<file path="src/rtl/ram_arb_pkg.sv">
// Shared types for the byte-serialising RAM arbiter: FSM state, access-size
// encodings and the size-to-beat-count helper.
package ram_arb_pkg;

  typedef enum logic [1:0] {
    IDLE = 2'd0,
    BEAT = 2'd1,
    ACK  = 2'd2
  } arb_state_e;

  localparam logic [1:0] SZ_BYTE = 2'b00;
  localparam logic [1:0] SZ_HALF = 2'b01;
  localparam logic [1:0] SZ_WORD = 2'b10;

  // The reserved size code 2'b11 is treated as a word.
  function automatic logic [2:0] beat_cnt(input logic [1:0] sz);
    case (sz)
      SZ_BYTE: beat_cnt = 3'd1;
      SZ_HALF: beat_cnt = 3'd2;
      default: beat_cnt = 3'd4;
    endcase
  endfunction

endpackage

</file>
<file path="src/rtl/rr_arb2.sv">
// Two-requester round-robin arbiter (instruction vs data) with a last-grant
// register; after reset the last grant reads as instruction, so data wins first.
module rr_arb2 (
  input  logic clk,
  input  logic rst_n,
  input  logic i_req_i,
  input  logic i_req_d,
  input  logic i_upd,
  output logic o_gnt_i,
  output logic o_gnt_d
);

  logic r_last_d;

  always_comb begin
    o_gnt_d = i_req_d & (~i_req_i | ~r_last_d);
    o_gnt_i = i_req_i & ~o_gnt_d;
  end

  always_ff @(posedge clk or negedge rst_n) begin
    if (!rst_n)
      r_last_d <= 1'b0;
    else if (i_upd & (o_gnt_i | o_gnt_d))
      r_last_d <= o_gnt_d;
  end

endmodule

</file>
<file path="src/rtl/ram_arbiter.sv">
// Arbitrates an instruction port and a data port onto a byte-wide RAM, moving
// one big-endian byte per cycle. Define ARB_MISALIGN_CHK_EN for alignment checks.
module ram_arbiter
  import ram_arb_pkg::*;
#(
  parameter int ADDR_W = 8,
  parameter int DATA_W = 32
) (
  input  logic              clk,
  input  logic              rst_n,
  input  logic              i_req,
  input  logic [ADDR_W-1:0] i_addr,
  output logic [DATA_W-1:0] i_rdata,
  output logic              i_ack,
  input  logic              d_req,
  input  logic              d_rw,
  input  logic [1:0]        d_size,
  input  logic [ADDR_W-1:0] d_addr,
  input  logic [DATA_W-1:0] d_wdata,
  output logic [DATA_W-1:0] d_rdata,
  output logic              d_ack,
`ifdef ARB_MISALIGN_CHK_EN
  output logic              d_err,
`endif
  output logic              ram_en,
  output logic              ram_rw,
  output logic [ADDR_W-1:0] ram_addr,
  output logic [7:0]        ram_wdata,
  input  logic [7:0]        ram_rdata
);

  arb_state_e        r_state;
  logic              r_is_d;
  logic [1:0]        r_idx;
  logic [1:0]        r_lst;
  logic [DATA_W-1:0] r_wsh;
  logic [DATA_W-1:0] r_acc;
  logic              r_ram_en, r_ram_rw;
  logic [ADDR_W-1:0] r_ram_addr;
  logic [7:0]        r_ram_wdata;
  logic              r_i_ack, r_d_ack;
  logic [DATA_W-1:0] r_i_rdata, r_d_rdata;

  logic              w_gnt_i, w_gnt_d, w_any, w_upd, w_rw;
  logic [2:0]        w_nb;
  logic [ADDR_W-1:0] w_addr;
  logic [DATA_W-1:0] w_wal, w_rd;

  assign w_any = i_req | d_req;
  assign w_upd = (r_state == IDLE) & w_any;

  rr_arb2 u_rr (
    .clk     (clk),
    .rst_n   (rst_n),
    .i_req_i (i_req),
    .i_req_d (d_req),
    .i_upd   (w_upd),
    .o_gnt_i (w_gnt_i),
    .o_gnt_d (w_gnt_d)
  );

  // Write data is left-justified so the first beat always takes the top byte.
  always_comb begin
    w_nb   = w_gnt_d ? beat_cnt(d_size) : 3'd4;
    w_addr = w_gnt_d ? d_addr : i_addr;
    w_rw   = w_gnt_d & d_rw;
    w_wal  = d_wdata << (DATA_W - 8 * int'(w_nb));
    w_rd   = {r_acc[DATA_W-9:0], ram_rdata};
  end

`ifdef ARB_MISALIGN_CHK_EN
  logic w_mis;
  logic r_d_err;

  always_comb begin
    if (w_gnt_d)
      w_mis = ((d_size == SZ_HALF) & d_addr[0]) | (d_size[1] & (d_addr[1:0] != 2'b00));
    else
      w_mis = (i_addr[1:0] != 2'b00);
  end

  assign d_err = r_d_err;
`endif

  always_ff @(posedge clk or negedge rst_n) begin
    if (!rst_n) begin
      r_state     <= IDLE;
      r_is_d      <= 1'b0;
      r_idx       <= 2'd0;
      r_lst       <= 2'd0;
      r_wsh       <= '0;
      r_acc       <= '0;
      r_ram_en    <= 1'b0;
      r_ram_rw    <= 1'b0;
      r_ram_addr  <= '0;
      r_ram_wdata <= 8'h00;
      r_i_ack     <= 1'b0;
      r_d_ack     <= 1'b0;
      r_i_rdata   <= '0;
      r_d_rdata   <= '0;
`ifdef ARB_MISALIGN_CHK_EN
      r_d_err     <= 1'b0;
`endif
    end else begin
      case (r_state)
        IDLE: begin
          if (w_any) begin
            r_is_d <= w_gnt_d;
            r_idx  <= 2'd0;
            r_lst  <= w_nb[1:0] - 2'd1;
            r_acc  <= '0;
            r_wsh  <= w_wal << 8;
`ifdef ARB_MISALIGN_CHK_EN
            if (w_mis) begin
              // Rejected without touching the RAM; data result is left intact.
              r_state <= ACK;
              r_i_ack <= w_gnt_i;
              r_d_ack <= w_gnt_d;
              r_d_err <= w_gnt_d;
              if (w_gnt_i)
                r_i_rdata <= '0;
            end else
`endif
            begin
              r_state     <= BEAT;
              r_ram_en    <= 1'b1;
              r_ram_rw    <= w_rw;
              r_ram_addr  <= w_addr;
              r_ram_wdata <= w_rw ? w_wal[DATA_W-1 -: 8] : 8'h00;
            end
          end
        end
        BEAT: begin
          r_acc <= w_rd;
          if (r_idx == r_lst) begin
            r_state     <= ACK;
            r_ram_en    <= 1'b0;
            r_ram_rw    <= 1'b0;
            r_ram_wdata <= 8'h00;
            if (r_is_d) r_d_ack <= 1'b1;
            else        r_i_ack <= 1'b1;
            if (!r_ram_rw) begin
              if (r_is_d) r_d_rdata <= w_rd;
              else        r_i_rdata <= w_rd;
            end
          end else begin
            r_idx       <= r_idx + 2'd1;
            r_ram_addr  <= r_ram_addr + 1'b1;
            r_ram_wdata <= r_ram_rw ? r_wsh[DATA_W-1 -: 8] : 8'h00;
            r_wsh       <= r_wsh << 8;
          end
        end
        ACK: begin
          r_state <= IDLE;
          r_i_ack <= 1'b0;
          r_d_ack <= 1'b0;
`ifdef ARB_MISALIGN_CHK_EN
          r_d_err <= 1'b0;
`endif
        end
        default: r_state <= IDLE;
      endcase
    end
  end

  assign ram_en    = r_ram_en;
  assign ram_rw    = r_ram_rw;
  assign ram_addr  = r_ram_addr;
  assign ram_wdata = r_ram_wdata;
  assign i_ack     = r_i_ack;
  assign d_ack     = r_d_ack;
  assign i_rdata   = r_i_rdata;
  assign d_rdata   = r_d_rdata;

endmodule

</file>
<file path="config.mk">
export PLATFORM = sky130hd
export DESIGN_NAME = ram_arbiter
export DESIGN_NICKNAME = d
export VERILOG_FILES = /design/src/rtl/ram_arb_pkg.sv /design/src/rtl/rr_arb2.sv /design/src/rtl/ram_arbiter.sv
export SDC_FILE = /design/constraint.sdc
export NUM_CORES = 1
export LEC_CHECK = 0
export ABC_AREA = 1
export ABC_CLOCK_PERIOD_IN_PS = 2590
export CAP_MARGIN = 30
export CORE_ASPECT_RATIO = 0.5
export CORE_UTILIZATION = 45
export CTS_CLUSTER_DIAMETER = 60
export DETAILED_ROUTE_END_ITERATION = 8
export GPL_TIMING_DRIVEN = 1
export MAX_ROUTING_LAYER = met4
export PLACE_DENSITY = 0.71
export SYNTH_ARGS = -nofsm -noshare
export SYNTH_HDL_FRONTEND = slang
export SYNTH_SLANG_ARGS = --single-unit
</file>
<file path="constraint.sdc">
create_clock -name clk -period 2.59 [get_ports clk]
set_input_delay 0.6475 -clock clk [delete_from_list [all_inputs] [get_ports clk]]
set_output_delay 0.6475 -clock clk [all_outputs]
set_load 0.005 [all_outputs]
</file>
==> results of run 1 <==
layout by cell type (no fill, tap or decap), types with 13 or more instances in the layout:
master | netlist | layout
dfrtp_1 | 140 | 140
inv_1 | 75 | 75
nor2_1 | 47 | 47
nand4_1 | 27 | 27
o21ai_0 | 71 | 71
nand2_1 | 191 | 190
buf_4 | 6 | 18
nand3_1 | 59 | 59
o21ai_1 | 14 | 13
o22ai_1 | 36 | 36
clkbuf_16 | 0 | 17
a21oi_1 | 34 | 34
clkdlybuf4s50_1 | 0 | 145
final cells by class:
type                    instances  area (um2)
well taps                     192         240
multi-input cells             519        2500
fillers                      1209        5080
flip-flops and latches        140        3500
clock buffers                  17         425
repair buffers                169        1700
inverters                      78         293
clock inverters                14         151
cells by family (layout without fill, tap and decap cells):
kind of cell / Yosys count / after routing / share of synthesized area
buffers and inverters: 130 / 278 / 0.0851
and+or+nand+nor: 348 / 348 / 0.236
AOI/OAI and AO/OA: 169 / 169 / 0.141
adders and majority gates: 2 / 2 / 0.00382
DFF: 140 / 140 / 0.535
through the flow:
stage	total power, mW	util	hold slack (ns)
6_report	11.4	0.634	0.168
5_1_grt	12.3	0.634	0.214
4_1_cts	11.5	0.634	0.185
3_5_place_dp	9.06	0.593	0.470
3_3_place_gp	8.90	0.593	0.457
2_1_floorplan	6.74	-	0.352
worst max path at each step:
stage                          from            to  slack (ns)  cells after the start
after floorplan           d_size[0]     r_wsh[10]        0.20                      9
after global placement        d_req     r_wsh[30]        0.17                     10
after detailed placement      d_req  ram_wdata[6]        0.11                     10
after CTS                    ram_rw        ram_rw        0.26                      1
after global routing         ram_rw        ram_rw        0.22                      1
final                        ram_rw        ram_rw        0.28                      1
sequential cells by signal, summed over array words and instances, names as in the netlist, 2 cells and up:
name and flops:
r_wsh 24, d_rdata 32, r_acc 24, r_state 2
i_rdata 32, ram_wdata 8, r_idx 2, r_lst 2
ram_addr 8
power by group through the flow:
stage	Clock, mW	Combinational (mW)	Sequential [mW]
floorplan	0	3.03	3.71
global placement	0	5.15	3.74
CTS	2.43	5.31	3.75
finish	2.40	5.29	3.75
detailed placement	0	5.28	3.79
global route	2.54	5.91	3.88
per-layer routing:
| metal | GRT usage | part of all wire |
|---|---|---|
| met1 | 0.333 | 0.47 |
| met2 | 0.415 | 0.47 |
| met3 | 0.0454 | 0.047 |
| met4 | 0.0917 | 0.014 |
| met5 | - | 0 |
==> summary.txt, run 1 <==
Run status
  – Outcome: complete, no violations

Clock tree
  – TritonCTS clock tree: built
  – Hold buffer count at cts: 0
  – Max Buffers Root-to-Sink: 2
  – Post-cts resize count: 0
  – Clock Tree Root: clkbuf_16
  – Sink Count: 140
  – CTS buffer count: 17
  – CTS H-tree lvls: 4
  – Clock Latency Late Sink: roughly 0.42 ns
  – Clk slew on worst S/H paths: 0.07 ns
  – Post-CTS Setup Inserts: 0

Place
  – RD Place Congestion: 0.918
  – Pre-CTS setup slack: approximately 0.11 ns
  – Placed insts: 1098
  – Port-buffer cells: 146
  – Post-DP HPWL: 11.9 mm
  – Area after DPL: 8230 um2

GRT
  – Largest net degree at the start of global routing: 65
  – Tot GR Track Use: 0.258
  – First-pass GRT wire length: ~30 mm
  – Grt total ovfl: 0
  – Initial antenna violation count: 0
  – Number of global-route vias before repair: a little under 6000

Logic synthesis
  – Most frequent cells after synthesis: nand2_1, dfrtp_1, inv_1
  – Register area share after synthesis: 0.535
  – Synth async-reset ratio: 1.00
  – Number of synthesized register bits: 140
  – Synth Flop Type: dfrtp_1
  – Syn Nets: approximately 850
  – Post-synthesis cell count: slightly below 800
  – Yosys top cell by area: dfrtp_1
  – Yosys top cell area share: 0.535
  – Post-Syn Area: approximately 6600 um2
  – Avg Cell Area, Syn: 8.31 um2
  – Most numerous cell in the Yosys netlist: nand2_1
  – Synth warn: 0
  – Ranking of synthesized cells by area: dfrtp_1, nand2_1, o21ai_0
  – Number of flops mapped to enable cells by yosys: 0
  – Yosys cell types: 32

Floorplanning
  – Die width: about 170 um
  – Initial Utilization: 0.472
  – Core area: around 14000 um2
  – Rows: 30
  – Die ar.: roughly 15000 um2
  – Die height: approximately 87 um
  – Ports: 147

Power and ir drop
  – Leak: approximately 4.1 nW
  – Sw power: approximately 4.5 mW
  – Power per standard cell area: approximately 1300 nW/um2
  – Internal power: between 6 and 7 mW
  – Logic pwr share: 0.463
  – Clk network pwr share: 0.210
  – Peak VDD IR: ~0.82 mV
  – Sequential share of power: 0.328
  – Sw Share: 0.393

Final layout
  – Design area: just under 9000 um2
  – Share of post-route cells with drive strength above 1: 0.0779
  – N_diodes: 0
  – P&R area growth vs syn: 34.4%
  – Post-route insts no fill: 1129
  – Fin nets: roughly 1000

Drt
  – Via density per instance: about 5.3
  – Routed len/inst: approximately 16 um
  – Starting DRT DRC Count: between 300 and 400
  – Routed WL: 17.8 mm
  – DRT Pass-1 Iters: 5
  – DRT antenna net count: 0
  – Detailed-route DRC error count: 0
  – DR vias: 6005

STA
  – Max Fclk: 433 MHz
  – Slew Limit Fails: 0
  – Final Cycle Share: 0.891
  – Min setup slack post-route: approximately 0.28 ns
  – Final TNS setup: 0 ns
  – Worst Tran Pin Value: a little over 0.6 ns
  – Minimum clock period: ~2.3 ns
  – # setup viols final: 0
  – Clk_skew: 0.0119 ns
  – RSZ-0062 raised after global routing: no
  – Slew HR: 0.592
  – Final Hold Fails: 0

Setup path
  – CP Capture Type: output port
  – CP Class: reg2out
  – Cell Chain, Critical Path: clkdlybuf4s50_1
  – CP startpoint kind: register
  – Crit path max-delay family: flip-flops
  – RR Endpoint: i_rdata[16]
  – Bufs and invs on worst path: 1
  – Max incr delay on CP: roughly 0.65 ns
  – Critical Path Slowest Stage Cell: dfrtp_1
  – Cell depth of the worst flop-to-flop path: 7
  – Crit Path Max Fanout: 12
  – Reg-to-reg slack, setup: around 0.61 ns
  – Worst EP arrival: roughly 1.7 ns
  – Critical Path RT: about 1.9 ns
  – R2r startpoint: r_idx[0]

Flow run
  – Max-cap violations: 0

Hold path
  – Worst Hold Class: in2async
(Power assumes the default switching activity.)
==> run 2, diff against run 1 <==
- CAP_MARGIN: 30 -> default
- CORE_MARGIN: default -> 2
==> summary.txt, run 2 (synthesized netlist as in run 1, its figures left out) <==
Hold path
  – Worst Hold Class: in2async

STA
  – RSZ-0062 raised after global routing: no
  – Worst Tran Pin Value: 0.613 ns
  – Clk_skew: 0.00767 ns
  – # setup viols final: 0
  – Max Fclk: 469 MHz
  – Min setup slack post-route: about 0.46 ns
  – Final TNS setup: 0 ns
  – Final Hold Fails: 0
  – Hold Slack: 0.174 ns
  – Final Cycle Share: 0.824
  – Slew Limit Fails: 0
  – Slew HR: 0.591
  – Minimum clock period: 2.13 ns

Drt
  – DRT Pass-1 Iters: 5
  – DRT antenna net count: 0
  – Routed len/inst: 15.8 um
  – Via density per instance: 5.31
  – Starting DRT DRC Count: approximately 340
  – Detailed-route DRC error count: 0
  – Routed WL: 18.1 mm
  – DR vias: ~6000

Clock tree
  – Sink Count: 140
  – Clock Latency Late Sink: 0.42 ns
  – Max Buffers Root-to-Sink: 2
  – Post-cts resize count: 0
  – CTS buffer count: 17
  – CTS H-tree lvls: 4
  – Clk slew on worst S/H paths: about 0.060 ns
  – Post-CTS Setup Inserts: 0
  – Hold buffer count at cts: 0
  – Clock Tree Root: clkbuf_16
  – TritonCTS clock tree: built

Run status
  – Outcome: complete, no violations

Setup path
  – CP Class: in2reg
  – CP startpoint kind: input pin
  – CP Capture Type: register
  – Critical Path Slowest Stage Cell: clkdlybuf4s50_1
  – Worst Setup SP: d_req
  – Crit Path Max Fanout: 13
  – Worst EP arrival: approximately 2.4 ns
  – Critical Path RT: 2.88 ns
  – Cell Chain, Critical Path: clkdlybuf4s50_1 -> nand2_1 -> inv_2 -> nand3_1 -> ha_1 -> clkinv_1 -> buf_4 -> nand2_1 -> o22ai_1
  – Max incr delay on CP: 0.58 ns
  – R2r startpoint: r_state[1]
  – Most frequent CP cell: nand2_1

Final layout
  – Most frequent cells in the layout: nand2_1, clkdlybuf4s50_1, dfrtp_1, inv_1, o21ai_0
  – Fin nets: between 900 and 1000
  – Register Area: approximately 3500 um2
  – Share of post-route cells with drive strength above 1: 0.0828
  – # fillers: ~1300
  – Commonest non-fill, non-tap cell in the layout: nand2_1
  – Area of the multi-input gates: between 2000 and 2500 um2
  – N_diodes: 0
  – P&R area growth vs syn: 35.4%

Power and ir drop
  – Power per standard cell area: ~1300 nW/um2
  – Peak VDD IR: a little over 0.8 mV
  – Leak: roughly 4 nW

GRT
  – Initial antenna violation count: 0
  – Grt total ovfl: 0
  – Tot GR Track Use: 0.247
  – Number of global-route vias before repair: 5769
  – First-pass GRT wire length: between 20 and 30 mm
  – Largest net degree at the start of global routing: 65

Floorplanning
  – Core area: roughly 14000 um2
  – Rows: 31
  – Die height: roughly 89 um
  – Die ar.: 15600 um2
  – Die width: 175 um
  – Ports: 147
  – Initial Utilization: 0.457

Place
  – Post-DP HPWL: 12.2 mm
  – Pre-CTS setup slack: 0.0481 ns
  – RD Place Congestion: a little under 0.9
  – Port-buffer cells: between 100 and 150

Flow run
  – Max-cap violations: 0
## run 2: cell count changes in the layout (fill, tap and decap cells not counted)
| cell | before | now |
|---|---|---|
| clkinv_4 | 1 | 2 |
| buf_4 | 18 | 23 |
| buf_12 | 5 | 4 |
| bufinv_16 | 1 | 2 |
| clkinvlp_4 | 4 | 2 |
| clkbuf_8 | 0 | 1 |
## run 2: critical path, delay by kind of cell
family | cells | cell delay, ns
buf+inv | 4 | 0.96
simple gates | 3 | 0.37
fa+ha+maj | 1 | 0.31
compound gates | 1 | 0.12
## run 2: path summary, 6_finish.rpt
check                      cells past startpoint  slack (ns)          end
max                                            9        0.46    r_wsh[12]
min                                            1        0.17  ram_addr[7]
max reg2reg                                    7        0.59  d_rdata[29]
min reg2reg                                    2        0.48   i_rdata[9]
max in group asynchronous                      2        1.67     r_wsh[9]
min in group clk                               2        0.48   i_rdata[9]
## run 2: final cells by class
cell class,instances,share of cell area
Multi-Input combinational cell,519,0.282
Inverter,78,0.0330
Clock buffer,18,0.0495
Tap cell,198,0.0279
Timing Repair Buffer,173,0.193
Sequential cell,140,0.395
Clock inverter,14,0.0197
## run 2: routing by layer
layer,part of all wire,GRT usage,vias up
li1,-,-,2902
met1,0.45,0.321,2937
met2,0.49,0.413,204
met3,0.056,0.0370,15
met4,0.0085,0.0674,0
met5,0,-,-
## run 2: per-stage QoR
step                      total power [mW]  area [um2]  cells  utilization
after floorplan                       6.74        6550    789            -
after global placement                8.98        8260   1108        0.575
after detailed placement              9.14        8260   1108        0.575
after CTS                             11.7        8870   1140        0.618
after global routing                  12.5        8870   1140        0.618
final                                 11.7        8870   1140        0.618
## run 2: power by group
part	internal, mW	total [mW]	switching, mW
Combinational	2.42	5.40	2.98
Sequential	3.20	3.74	0.539
Clock	1.49	2.53	1.04
Total	7.11	11.7	4.56
